## config.mk

```make
export PLATFORM = sky130hd
export DESIGN_NAME = fcw_sweep_ctrl
export DESIGN_NICKNAME = d
export VERILOG_FILES = /design/src/rtl/fcw_sweep_ctrl.sv
export SDC_FILE = /design/constraint.sdc
export NUM_CORES = 1
export LEC_CHECK = 0
export ABC_CLOCK_PERIOD_IN_PS = 11100
export BUFFER_PORTS_ARGS = -buffer_cell sky130_fd_sc_hd__buf_2
export CORE_MARGIN = 2
export CORE_UTILIZATION = 45
export CTS_CLUSTER_DIAMETER = 200
export DETAILED_ROUTE_END_ITERATION = 10
export SLEW_MARGIN = 20
export SYNTH_ARGS = -nofsm -noshare
export SYNTH_HDL_FRONTEND = slang
export SYNTH_SLANG_ARGS = --single-unit
```

## constraint.sdc

```tcl
create_clock -name clk -period 11.1 [get_ports clk]
set_input_delay 0.555 -clock clk [delete_from_list [all_inputs] [get_ports clk]]
set_output_delay 0.555 -clock clk [all_outputs]
set_load 0.1 [all_outputs]
```

## src/rtl/fcw_sweep_ctrl.sv

```systemverilog
// Linear tuning-word sweep sequencer feeding the sine_dds fcw input.
// Optional SWEEP_PINGPONG_EN: bounce between start and stop until aborted.
module fcw_sweep_ctrl #(
    parameter int FCW_W   = 24,
    parameter int DWELL_W = 16
) (
    input  logic               clk,
    input  logic               reset,
    input  logic               start,
    input  logic               abort,
    input  logic [FCW_W-1:0]   fcw_start,
    input  logic [FCW_W-1:0]   fcw_stop,
    input  logic [FCW_W-1:0]   fcw_step,
    input  logic [DWELL_W-1:0] dwell,
    output logic [FCW_W-1:0]   fcw,
    output logic               busy,
    output logic               step_pulse,
    output logic               done
);

    typedef enum logic [1:0] {
        S_IDLE  = 2'd0,
        S_DWELL = 2'd1,
        S_FINAL = 2'd2
    } state_t;

    state_t state_q, state_d;

    logic [FCW_W-1:0]   fcw_q, fcw_d;
    logic [FCW_W-1:0]   stop_q, stop_d;
    logic [FCW_W-1:0]   step_q, step_d;
    logic [DWELL_W-1:0] dwell_q, dwell_d;
    logic [DWELL_W-1:0] cnt_q, cnt_d;
    logic               dir_q, dir_d;
    logic               degen_q, degen_d;
    logic               busy_q, busy_d;
    logic               step_pulse_q, step_pulse_d;
    logic               done_q, done_d;
`ifdef SWEEP_PINGPONG_EN
    logic [FCW_W-1:0]   start_q, start_d;
`endif

    logic               eff_down;
    logic [FCW_W-1:0]   eff_stop;
    logic [FCW_W:0]     next_wide;
    logic               reach;
    logic               cnt_zero;
    logic               degen_in;

    assign cnt_zero = (cnt_q == '0);
    assign degen_in = (fcw_step == '0) || (fcw_start == fcw_stop);

    // Next candidate word; the extra bit carries the overflow/borrow so the
    // sweep clamps at stop instead of wrapping around the tuning range.
    always_comb begin
        eff_down = dir_q;
        eff_stop = stop_q;
`ifdef SWEEP_PINGPONG_EN
        if (state_q == S_FINAL) begin
            eff_down = ~dir_q;
            eff_stop = start_q;
        end
`endif
        if (eff_down) begin
            next_wide = {1'b0, fcw_q} - {1'b0, step_q};
            reach     = next_wide[FCW_W] || (next_wide[FCW_W-1:0] <= eff_stop);
        end else begin
            next_wide = {1'b0, fcw_q} + {1'b0, step_q};
            reach     = next_wide[FCW_W] || (next_wide[FCW_W-1:0] >= eff_stop);
        end
    end

    always_ff @(posedge clk or posedge reset) begin
        if (reset) begin
            state_q <= S_IDLE;
        end else begin
            state_q <= state_d;
        end
    end

    always_comb begin
        state_d = state_q;
        if (abort) begin
            state_d = S_IDLE;
        end else begin
            case (state_q)
                S_IDLE: begin
                    if (start) begin
                        state_d = degen_in ? S_FINAL : S_DWELL;
                    end
                end
                S_DWELL: begin
                    if (cnt_zero && reach) begin
                        state_d = S_FINAL;
                    end
                end
                S_FINAL: begin
                    if (cnt_zero) begin
`ifdef SWEEP_PINGPONG_EN
                        state_d = (!degen_q && !reach) ? S_DWELL : S_FINAL;
`else
                        state_d = S_IDLE;
`endif
                    end
                end
                default: state_d = S_IDLE;
            endcase
        end
    end

    always_comb begin
        fcw_d        = fcw_q;
        stop_d       = stop_q;
        step_d       = step_q;
        dwell_d      = dwell_q;
        cnt_d        = cnt_q;
        dir_d        = dir_q;
        degen_d      = degen_q;
        busy_d       = busy_q;
        step_pulse_d = 1'b0;
        done_d       = 1'b0;
`ifdef SWEEP_PINGPONG_EN
        start_d      = start_q;
`endif
        if (abort) begin
            fcw_d  = '0;
            busy_d = 1'b0;
            cnt_d  = '0;
        end else begin
            case (state_q)
                S_IDLE: begin
                    if (start) begin
                        stop_d  = fcw_stop;
                        step_d  = fcw_step;
                        dwell_d = dwell;
                        fcw_d   = fcw_start;
                        cnt_d   = dwell;
                        busy_d  = 1'b1;
                        dir_d   = (fcw_stop < fcw_start);
                        degen_d = degen_in;
`ifdef SWEEP_PINGPONG_EN
                        start_d = fcw_start;
`endif
                    end
                end
                S_DWELL: begin
                    if (!cnt_zero) begin
                        cnt_d = cnt_q - DWELL_W'(1);
                    end else begin
                        fcw_d        = reach ? stop_q : next_wide[FCW_W-1:0];
                        step_pulse_d = 1'b1;
                        cnt_d        = dwell_q;
                    end
                end
                S_FINAL: begin
                    if (!cnt_zero) begin
                        cnt_d = cnt_q - DWELL_W'(1);
                    end else begin
`ifdef SWEEP_PINGPONG_EN
                        cnt_d = dwell_q;
                        if (!degen_q) begin
                            start_d      = stop_q;
                            stop_d       = start_q;
                            dir_d        = ~dir_q;
                            fcw_d        = reach ? start_q : next_wide[FCW_W-1:0];
                            step_pulse_d = 1'b1;
                        end
`else
                        done_d = 1'b1;
                        busy_d = 1'b0;
`endif
                    end
                end
                default: begin
                    busy_d = 1'b0;
                end
            endcase
        end
    end

    always_ff @(posedge clk or posedge reset) begin
        if (reset) begin
            fcw_q        <= '0;
            stop_q       <= '0;
            step_q       <= '0;
            dwell_q      <= '0;
            cnt_q        <= '0;
            dir_q        <= 1'b0;
            degen_q      <= 1'b0;
            busy_q       <= 1'b0;
            step_pulse_q <= 1'b0;
            done_q       <= 1'b0;
`ifdef SWEEP_PINGPONG_EN
            start_q      <= '0;
`endif
        end else begin
            fcw_q        <= fcw_d;
            stop_q       <= stop_d;
            step_q       <= step_d;
            dwell_q      <= dwell_d;
            cnt_q        <= cnt_d;
            dir_q        <= dir_d;
            degen_q      <= degen_d;
            busy_q       <= busy_d;
            step_pulse_q <= step_pulse_d;
            done_q       <= done_d;
`ifdef SWEEP_PINGPONG_EN
            start_q      <= start_d;
`endif
        end
    end

    assign fcw        = fcw_q;
    assign busy       = busy_q;
    assign step_pulse = step_pulse_q;
    assign done       = done_q;

endmodule

```

==> results.ini <==
[clock_network]
cts-buffers-inserted = 9
post_cts_buffers = 0
cts_tree = done
root_buffer = clkbuf_16
h-tree-depth = 3
ctsResizeCount = 0
clk_latency_ns = 0.38
clockBufferDepth = 2
clk_pin_slew_ns = 0.09
cts_sinks = 110
cts_hold_buf = 0

[timing]
fin_tns_setup_ns = 0
hold_viol = 0
period_minus_slack_ns = 6.01
skew_ns = 0.0179
slew_headroom = 0.220
finalCritPeriodShare = 0.541
worst_pin_slew_ns = 1.16
fmax_mhz = 166
slew_violations = 0
rsz0062_at_grt = false
finalSetupViolCount = 0

[final_layout]
seqCellArea_um2 = 2750
multi_input_area_um2 = 6370
antenna_cells = 0
nets = 1413
mostFrequentLayoutCells = 125 x ha_1, 118 x buf_2, 110 x dfrtp_1, 102 x nand2_1, 99 x inv_1
fillers = 2070
layout-drive-gt1-share = 0.188
areaGrowthSynthToFinish_pct = 11.5
final_common_cell = ha_1

[floorplan]
core_area_um2 = 21200
io_pins = 119
die_h_um = 151
rows = 53
die-area_um2 = 22800
initial_core_util = 0.460
die_w_um = 151

[worst_setup_path]
cp.required_ns = 11.42
start_kind = register
cp_slowest_stage_delay_ns = 0.88
r2r_cells = 17
critPathKind = register to register
crit_buf_inv = 0
slowest_stage = o32a_2
cp_cell_sequence = ha_1 -> o21a_1 -> o31a_1 -> o2111ai_1 -> o21ai_0 -> a41o_1 -> a31oi_1 -> xnor2_1 -> ha_1 -> nand4_1 -> nor4_1 -> nand2_1 -> o221ai_1 -> o32a_2 -> mux2i_1 -> a2111oi_0 -> a31o_1
r2r_start = fcw[2]$_DFFE_PP0P_
crit_family = compound AO/OA/AOI/OAI gates
crit_path_end_kind = register
worst-path-max-fanout = 37
cp.depth = 17
path_common_cell = ha_1
startpoint = fcw[2]$_DFFE_PP0P_
arrival_ns = 6.33

[synthesis]
ys_types = 66
synth_top_area_cell = dfrtp_1
seq_area_frac_synth = 0.283
synth_edf_count = 0
synthCells = 1108
synth.area.top_cells = dfrtp_1 28%, ha_1 16%, mux2_2 7.8%
avgSynthCellArea_um2 = 8.78
yosys.area.top_type_share = 0.283
synthFlopType = dfrtp_1
postSynthRegisterBits = 110
syn_nets = 1327
syn_area_um2 = 9730
ys_warn_count = 0
async_flop_share = 1.00

[placement]
io_buffers = 118
gp_congestion = 0.898
dpl.hpwl_um = 22000

[drt]
drc = 0
dr.pass1.iters = 5
dr_total_vias = 8517
wl_met3_um = 1530
highest_layer = met4
detail_route.wl_per_cell_um = 19.8
avgViaCountPerCell = 5.78
drt-met1-wl_um = 13400
drt_iter0_markers = 459
ant_nets = 0
met2_length_um = 13600
drt_wl_total_um = 29200

[hold_path]
min_path_type = input port to async pin

[grt]
grtUsageTotal = 0.259
grt_pass1_wl_um = 45300
grt_overflow_total = 0
grt_max_degree = 76
grt_antenna_before_repair = 0
first_global_vias = 8210

[flow_run]
maxCapViolCount = 0

[run_status]
status = complete, no violations

==> cell families (layout without fill, tap and decap cells) <==
| logic type | count (synthesis) | after routing | share of synthesized area |
|---|---|---|---|
| muxes | 92 | 92 | 0.103 |
| adders and majority gates | 127 | 127 | 0.165 |
| DFF | 110 | 110 | 0.283 |
| buffers and inverters | 154 | 245 | 0.0633 |
| AOI/OAI and AO/OA | 302 | 302 | 0.204 |
| xor gates and xnor gates | 64 | 64 | 0.0576 |
| and+or+nand+nor | 259 | 259 | 0.124 |
==> sequential cells by signal (all words and copies together) (netlist names) <==
signal / flops
step_pulse: 1
busy: 1
done: 1
eff_stop: 24
fcw: 24
dwell_q: 16
step_q: 24
dir_q: 1
cnt_q: 16
state_q: 2
==> worst register-to-register path: stages, from the launching register on <==
cell and delay [ns]:
dfrtp_1 0.44, ha_1 0.50, o21a_1 0.18, o31a_1 0.20, o2111ai_1 0.22, o21ai_0 0.57
a41o_1 0.44, a31oi_1 0.19, xnor2_1 0.19, ha_1 0.32, nand4_1 0.16, nor4_1 0.49
nand2_1 0.13, o221ai_1 0.28, o32a_2 0.88, mux2i_1 0.18, a2111oi_0 0.44, a31o_1 0.16
==> cells in the mapped netlist (13+ instances only) <==
cell / number
ha_1: 125
xnor2_1: 52
a21o_1: 18
nand2_1: 103
o21ai_0: 64
mux2i_1: 25
nor2b_1: 14
mux2_2: 67
o31ai_1: 22
nor4_1: 13
inv_1: 100
a211oi_1: 13
dfrtp_1: 110
o211ai_1: 17
nand4_1: 18
a21oi_1: 86
nor2_1: 63
clkbuf_1: 38
==> cell type report <==
type,instances,area share
Multi-Input combinational cell,844,0.587
Sequential cell,110,0.254
Timing Repair Buffer,128,0.0617
Inverter,101,0.0352
Tap cell,275,0.0317
Clock buffer,9,0.0208
Clock inverter,7,0.00935
==> routing by layer <==
layer | global-route usage | vias to the layer above
li1 | - | 4151
met1 | 0.353 | 4058
met2 | 0.433 | 263
met3 | 0.0283 | 45
met4 | 0.0743 | 0
met5 | 0 | -
==> path summary, 6_finish.rpt <==
| path | slack, ns | endpoint |
|---|---|---|
| setup / recovery | 5.09 | fcw[14]$_DFFE_PP0P_ |
| hold / removal | 0.20 | fcw[7]$_DFFE_PP0P_ |
| setup reg to reg | 5.09 | fcw[14]$_DFFE_PP0P_ |
| hold reg to reg | 0.51 | eff_stop[18]$_DFFE_PP0P_ |
| max in group asynchronous | 9.81 | fcw[19]$_DFFE_PP0P_ |
| min in group clk | 0.41 | dwell_q[9]$_DFFE_PP0P_ |
==> stage by stage <==
| step | setup slack [ns] | hold WS, ns | cells | cell area (um2) | utilization |
|---|---|---|---|---|---|
| 5_1_grt | 4.72 | 0.246 | 1474 | 10800 | 0.513 |
| 2_1_floorplan | 6.01 | 0.479 | 1108 | 9730 | - |
| 4_1_cts | 5.22 | 0.217 | 1474 | 10800 | 0.512 |
| 3_5_place_dp | 5.29 | 0.496 | 1458 | 10500 | 0.497 |
| 3_3_place_gp | 5.28 | 0.488 | 1458 | 10500 | 0.497 |
| 6_report | 5.09 | 0.205 | 1474 | 10800 | 0.513 |
Power is not shown: default switching activity piles up to over one toggle a cycle in this logic, so the estimate is an artifact.
